[src/rtl/tmds_pkg.sv]
// Shared constants and types for the TMDS DDR serializer.
package tmds_pkg;

  localparam int unsigned SYM_W = 10;
  localparam int unsigned PAIRS = 5;

  localparam logic [SYM_W-1:0] TMDS_CTRL_00       = 10'b1101010100;
  localparam logic [SYM_W-1:0] TMDS_CLOCK_PATTERN = 10'b0000011111;

  typedef logic [2:0] phase_t;

  localparam phase_t PHASE_LOAD = phase_t'(PAIRS - 1);

endpackage

[src/rtl/tmds_shift_lane.sv]
// One TMDS lane: 10-bit register that loads a symbol or shifts right by 2 each cycle.
module tmds_shift_lane
  import tmds_pkg::*;
#(
  parameter logic [SYM_W-1:0] RESET_SYM = TMDS_CTRL_00
) (
  input  logic             clk_shift,
  input  logic             reset,
  input  logic             load,
  input  logic [SYM_W-1:0] load_sym,
  output logic [1:0]       pair
);

  logic [SYM_W-1:0] sr_q, sr_d;

  always_comb begin
    sr_d = {2'b00, sr_q[SYM_W-1:2]};
    if (load) begin
      sr_d = load_sym;
    end
  end

  always_ff @(posedge clk_shift) begin
    if (reset) begin
      sr_q <= RESET_SYM;
    end else begin
      sr_q <= sr_d;
    end
  end

  // Pair comes straight from flops so it can drive the output buffers directly.
  assign pair = sr_q[1:0];

endmodule

[src/rtl/tmds_ddr_serializer.sv]
// TMDS 10:2 DDR serializer with a one-deep holding buffer for RGB symbol triples.
// Optional macro TMDS_UNDERRUN_FILL_EN: empty loads send the control symbol instead of a repeat.
module tmds_ddr_serializer
  import tmds_pkg::*;
#(
  parameter logic [SYM_W-1:0] CLOCK_PATTERN = TMDS_CLOCK_PATTERN
) (
  input  logic             clk_shift,
  input  logic             reset,
  input  logic             in_valid,
  output logic             in_ready,
  input  logic [SYM_W-1:0] in_red,
  input  logic [SYM_W-1:0] in_green,
  input  logic [SYM_W-1:0] in_blue,
  output logic [1:0]       out_clock,
  output logic [1:0]       out_red,
  output logic [1:0]       out_green,
  output logic [1:0]       out_blue,
  output logic             underrun
);

  phase_t           phase_q, phase_d;
  logic             full_q, full_d;
  logic             primed_q, primed_d;
  logic             ready_q;
  logic             underrun_q, underrun_d;
  logic [SYM_W-1:0] buf_r_q, buf_g_q, buf_b_q;
  logic [SYM_W-1:0] sym_r, sym_g, sym_b;
  logic             load, accept;

  assign load   = (phase_q == PHASE_LOAD);
  assign accept = in_valid & ready_q;

  always_comb begin
    phase_d    = load ? phase_t'(0) : phase_q + phase_t'(1);
    // A triple accepted on the load edge waits for the next one.
    full_d     = load ? accept : (full_q | accept);
    primed_d   = primed_q | accept;
    underrun_d = load & ~full_q & primed_q;
  end

  always_comb begin
    sym_r = buf_r_q;
    sym_g = buf_g_q;
    sym_b = buf_b_q;
`ifdef TMDS_UNDERRUN_FILL_EN
    if (!full_q) begin
      sym_r = TMDS_CTRL_00;
      sym_g = TMDS_CTRL_00;
      sym_b = TMDS_CTRL_00;
    end
`endif
  end

  always_ff @(posedge clk_shift) begin
    if (reset) begin
      phase_q    <= PHASE_LOAD;
      full_q     <= 1'b0;
      primed_q   <= 1'b0;
      ready_q    <= 1'b0;
      underrun_q <= 1'b0;
      buf_r_q    <= TMDS_CTRL_00;
      buf_g_q    <= TMDS_CTRL_00;
      buf_b_q    <= TMDS_CTRL_00;
    end else begin
      phase_q    <= phase_d;
      full_q     <= full_d;
      primed_q   <= primed_d;
      ready_q    <= ~full_d;
      underrun_q <= underrun_d;
      // Buffer data is kept after a load so an empty load can repeat it.
      if (accept) begin
        buf_r_q <= in_red;
        buf_g_q <= in_green;
        buf_b_q <= in_blue;
      end
    end
  end

  assign in_ready = ready_q;
  assign underrun = underrun_q;

  tmds_shift_lane #(.RESET_SYM(CLOCK_PATTERN)) u_lane_clock (
    .clk_shift(clk_shift),
    .reset    (reset),
    .load     (load),
    .load_sym (CLOCK_PATTERN),
    .pair     (out_clock)
  );

  tmds_shift_lane #(.RESET_SYM(TMDS_CTRL_00)) u_lane_red (
    .clk_shift(clk_shift),
    .reset    (reset),
    .load     (load),
    .load_sym (sym_r),
    .pair     (out_red)
  );

  tmds_shift_lane #(.RESET_SYM(TMDS_CTRL_00)) u_lane_green (
    .clk_shift(clk_shift),
    .reset    (reset),
    .load     (load),
    .load_sym (sym_g),
    .pair     (out_green)
  );

  tmds_shift_lane #(.RESET_SYM(TMDS_CTRL_00)) u_lane_blue (
    .clk_shift(clk_shift),
    .reset    (reset),
    .load     (load),
    .load_sym (sym_b),
    .pair     (out_blue)
  );

endmodule

[config.mk]
export PLATFORM = sky130hd
export DESIGN_NAME = tmds_ddr_serializer
export DESIGN_NICKNAME = d
export VERILOG_FILES = /design/src/rtl/tmds_pkg.sv /design/src/rtl/tmds_shift_lane.sv /design/src/rtl/tmds_ddr_serializer.sv
export SDC_FILE = /design/constraint.sdc
export NUM_CORES = 1
export LEC_CHECK = 0
export CAP_MARGIN = 25
export CORE_MARGIN = 2
export CORE_UTILIZATION = 35
export CTS_BUF_LIST = sky130_fd_sc_hd__clkbuf_16
export CTS_CLUSTER_DIAMETER = 50
export DETAILED_ROUTE_END_ITERATION = 8
export SETUP_SLACK_MARGIN = 0.2
export SYNTH_ARGS = -nofsm -noshare
export SYNTH_HDL_FRONTEND = slang
export SYNTH_SLANG_ARGS = --single-unit
[constraint.sdc]
create_clock -name clk_shift -period 1.2 [get_ports clk_shift]
set_input_delay 0.24 -clock clk_shift [delete_from_list [all_inputs] [get_ports clk_shift]]
set_output_delay 0.24 -clock clk_shift [all_outputs]
set_load 0.01 [all_outputs]
=== Word level (Yosys, flattened, before mapping) ===
Index checks and enable logic that the tools add are counted.

* $add $sub $neg: 1
* Multiply operators: 0
* Divide/modulo/power cells: 0
* Order comparisons: 0
* Equality and inequality tests: 1
* Shift-type cells: 0
* Muxes and demuxes: 5
* Bitwise gates (word level): 7
* Reduce and logical (&&, ||, !) cells: 1

{| class="wikitable"
|+ Operators with widths
! kind !! count
|-
| $mux W10 || 3
|-
| $add A3 B1 Y3 const B || 1
|-
| $and A1 B1 Y1 || 3
|-
| $eq A3 B3 Y1 const B || 1
|-
| $mux W3 || 1
|-
| $not A1 Y1 || 2
|-
| $or A1 B1 Y1 || 2
|-
| $reduce_or A2 Y1 || 1
|-
| $mux W1 || 1
|}

* Flip-flop bits (word level): 77
* Bits in latches: 0
* Memory bits (writable): 0
* Bits in read-only memories: 0
* Word-level logic and storage cells: 29
* Memories: 0

=== Logic depth before layout (Yosys ltp) ===
* Depth after elaboration: 4
* Depth in mapped cells: 6
* Gate-level depth less buffers: 4

=== By module ===
From an unflattened synthesis, not the netlist that was laid out.

* Cells, all modules: 275
* Area total of the unflattened synthesis: 2984.1 um2

{| class="wikitable"
|+ By module, submodules not included
! module !! times used !! cells each !! area each (um2) !! seq. area each (um2)
|-
| tmds_ddr_serializer || 1 || 147 || 1510.2 || 740.7
|-
| tmds_shift_lane at u_lane_blue ... || 3 || 32 || 366.6 || 200.2
|-
| tmds_shift_lane at u_lane_clock || 1 || 32 || 374.1 || 200.2
|}

=== Worst setup path before layout ===
No wires, ideal clock.

* Kind: flip-flop to flip-flop
* From: register phase_q[0]
* To: register u_lane_clock.sr_q[0]
* Arrival time: 1.131 ns
* Data required time: 1.073 ns
* Setup slack: -0.058 ns
* Cell stages (with the launch flop): 6
* Path buffers: 1
* Period minus slack after synthesis: 1.258 ns
* Cells stage by stage: dfxtp_1 > inv_1 > ha_1 > and2_1 > buf_2 > or3_1

* Word-level cells in the longest chain between the ends: 2

{| class="wikitable"
|+ RTL lines
! element !! line !! source
|-
| from (decl) || tmds_ddr_serializer.sv:22 || <nowiki>phase_t phase_q, phase_d;</nowiki>
|-
| from (signal assigned) || tmds_ddr_serializer.sv:66 || <nowiki>phase_q <= phase_d;</nowiki>
|-
| $eq A3 B3 Y1 || tmds_ddr_serializer.sv:31 || <nowiki>assign load = (phase_q == PHASE_LOAD);</nowiki>
|-
| $reduce_or A2 Y1 (no source line) || n/a ||
|-
| to (signal assigned) || tmds_shift_lane.sv:27 || <nowiki>sr_q <= sr_d;</nowiki>
|-
| to (decl) || tmds_shift_lane.sv:14 || <nowiki>logic [SYM_W-1:0] sr_q, sr_d;</nowiki>
|}

No other way between the ends.
A chain may end at the register's enable or synchronous reset.

=== Worst setup path in the final report ===
* From: register phase_q[1]
* To: register u_lane_green.sr_q[2]

* Word-level cells in the longest chain between the ends: 2

{| class="wikitable"
|+ RTL lines
! element !! line !! source
|-
| $eq A3 B3 Y1 || tmds_ddr_serializer.sv:31 ||
|-
| $mux W10 || tmds_shift_lane.sv:18 || <nowiki>if (load) begin</nowiki>
|-
| to (signal assigned) || tmds_shift_lane.sv:27 ||
|-
| to (decl) || tmds_shift_lane.sv:14 ||
|}

No other way between the ends.

==> results.md <==
* 1st-iter DRT viols at 63
* DR top layer: met4
* Core Area at 7610 um2
* Vias in the first global route at 1946
* Die area at 8460 um2
* Worst slack at placement at -251 ps
* Port Buffer Count at 42
* Layout area overhead at 47.8%
* First-pass GRT wire length at 9370 um
* Leak pwr at 0.00160 uW
* Worst hold path class: input port to flop
* Die W at 92.0 um
* # fillers at 682
* CTS Buffer Depth at 2
* Setup ws final at -39.4 ps
* Crit path arrival time at 1450 ps
* Drt drc at 0
* DR pass1 iterations at 4
* Relative slew margins at 85.7%
* Gr usage total at 14.2%
* Final Critical Period at 1240 ps
* Critical Path Start Type: flop
* Critical path endpoint category: flop
* Synth Instances at 253
* Clock Pin Slew Worst Setup and Hold Paths at 60 ps
* Slew Viols, Final at 0
* CP Cell Sequence: inv_2 -> ha_4 -> buf_4 -> and3_4 -> a211o_1
* PwrDens at 1730 nW/um2
* Clock latency on the worst-skew pair at 330 ps
* Via Count at 2022
* Dpl cells at 384
* Fmax achieved at 807 MHz
* Worst Path Required at 1410 ps
* Status: finished with violations
* Fin cells at 410
* Final clock skew at 7.73 ps
* Seq cells post-synth at 70
* CTS tree: built
* Nets@finish at 338
* Actual transition at the worst max-transition pin at 214 ps
* CP Max Fanout at 7
* Netlist Area Pre-Place at 2710 um2
* GR Overflow Total at 0
* Post-synth cell types at 25
* Post-route ant nets at 0
* Die Height at 92.0 um
* WL final at 5910 um
* Mean post-synth cell area at 10.7 um2
* Routed length on met1 at 2830 um
* Final Cycle Share at 103%
* Yosys warns at 0
* Crit-path max cell delay at 330 ps
* Final setup viols at 4
* Vias/cell at 4.93
* Number of top-level pins at 43
* Setup CP Type: flop to flop
* Largest net degree at the start of global routing at 57
* Htree depth at 3
* Worst Path Buf+Inv at 2
* Global placer's final weighted congestion at 0.723
* Ant. Diodes at 0
* Detail Route met2 WL at 2720 um
* Net Count, Synth at 288
* Sink Count at 70
* VDD IR max at 778 uV
* Seq/Total Area, Yosys at 51.7%
* Initial antenna violation count at 0
* Met3 WL at 261 um
* Hpwl dp at 3350 um
* Initial core utilization at 35.6%
* Root buf cell: clkbuf_16
* Failing checks: negative setup slack
* Max cap viols at 0
* CTS Buf Count at 9
* Wire length per cell at 14.4 um
* Final hold viol count at 0
* Min Hold Slack at 309 ps
* RSZ-0062 raised after global routing: yes
* CP max stage cell: dfxtp_2
* Rows at 32
* Crit path max-delay family: flip-flops
* Share of cells above drive strength 1 at 36.0%
-- stage by stage --
step / total power (uW) / util, % / instance area, um2 / TNS (ps)
after floorplan: 3420 / - / 2820 / 0
after global placement: 3770 / 44.0 / 3340 / -7780
after detailed placement: 3790 / 44.0 / 3340 / -8150
after CTS: 6720 / 49.5 / 3770 / -54.4
after global routing: 7210 / 52.6 / 4000 / -1040
final: 6910 / 52.6 / 4000 / -73.2
-- registers in the layout (all words and copies together), names as in the netlist --
| signal | flops |
|---|---|
| full_q | 1 |
| u_lane_green.sr_q | 10 |
| u_lane_red.sr_q | 10 |
| in_ready | 1 |
| buf_b_q | 10 |
| primed_q | 1 |
| underrun | 1 |
| buf_r_q | 10 |
| u_lane_clock.sr_q | 3 |
| phase_q | 3 |
| buf_g_q | 10 |
| u_lane_blue.sr_q | 10 |
-- cell usage in the layout (no fill, tap or decap), drive strengths merged, types with 3 or more instances in the layout --
cell type	netlist	layout
a211o	25	25
mux2i	15	15
nand2	2	4
a21o	6	6
o21ai	15	15
and3	24	24
nand4b	15	15
dfxtp	70	70
clkbuf	6	12
buf	26	35
clkdlybuf4s50	0	30
inv	2	3
nand2b	32	32
-- metal layers --
metal,GRT usage [%],vias to the layer above
li1,-,1003
met1,17.9,968
met2,22.2,42
met3,4.19,9
met4,7.09,0
met5,0,-
-- logic make-up (layout without fill, tap and decap cells) --
group,after synthesis,in the layout,share of synthesized area (%)
buffers and inverters,34,87,7.71
AOI/OAI and AO/OA,49,49,13.2
muxes,15,15,5.54
DFF,70,70,51.7
adders and majority gates,2,2,0.924
and+or+nand+nor,83,85,20.9
-- tightest hold or removal path: cells and delay by family --
family | cells | cell delay [ps]
buf+inv | 2 | 310
compound gates | 1 | 40
-- what timing repair did --
action | CTS | global route
pin swaps | 23 | 24
gates resized for setup | 73 | 23
buffers inserted | 0 | 4
gates cloned | 2 | 4
endpoints found under the setup margin | 80 | 79
hold buffers | 0 | 0
-- layout make-up --
cell class	instances	area (um2)	area share (%)
Sequential cell	70	1410	35.3
Multi-Input combinational cell	151	1380	34.4
Timing Repair Buffer	69	757	18.9
Clock buffer	9	225	5.63
Tap cell	102	128	3.19
Clock inverter	7	97.6	2.44
Inverter	2	7.51	0.188
-- final timing paths --
path | from | end | slack [ps] | cells after the start
min | reset | in_ready$_SDFF_PP0_ | 310 | 3
max reg2reg | phase_q[1]$_SDFF_PP0_ | u_lane_green.sr_q[2]$_SDFF_PP1_ | -40 | 5
max | phase_q[1]$_SDFF_PP0_ | u_lane_green.sr_q[2]$_SDFF_PP1_ | -40 | 5
min reg2reg | u_lane_clock.sr_q[3]$_SDFF_PP1_ | u_lane_clock.sr_q[2]$_SDFF_PP1_ | 410 | 1
-- power breakdown --
part | total, uW | switching, uW | internal [uW]
Clock | 2820 | 995 | 1820
Sequential | 2690 | 111 | 2580
Combinational | 1400 | 578 | 824
-- synthesized netlist by cell type, drive strengths merged --
library cell,count,area (um2)
dfxtp,70,1400
a21o,6,45.0
nor4b,1,15.0
and3,24,150
inv,2,7.51
mux2i,15,150
nand2b,32,200
a211oi,1,7.51
nor2,2,7.51
nor3,1,5.00
nand2,2,12.5
buf,26,179
clkbuf,6,22.5
nor3b,1,12.5
o22ai,1,6.26
nand4b,15,131
nor2b,1,6.26
ha,2,25.0
o21ai,15,75.1
a211o,25,219
and2,2,12.5
a21oi,1,5.00
or3,2,12.5
No activity file was read; power rests on OpenSTA's default activity.
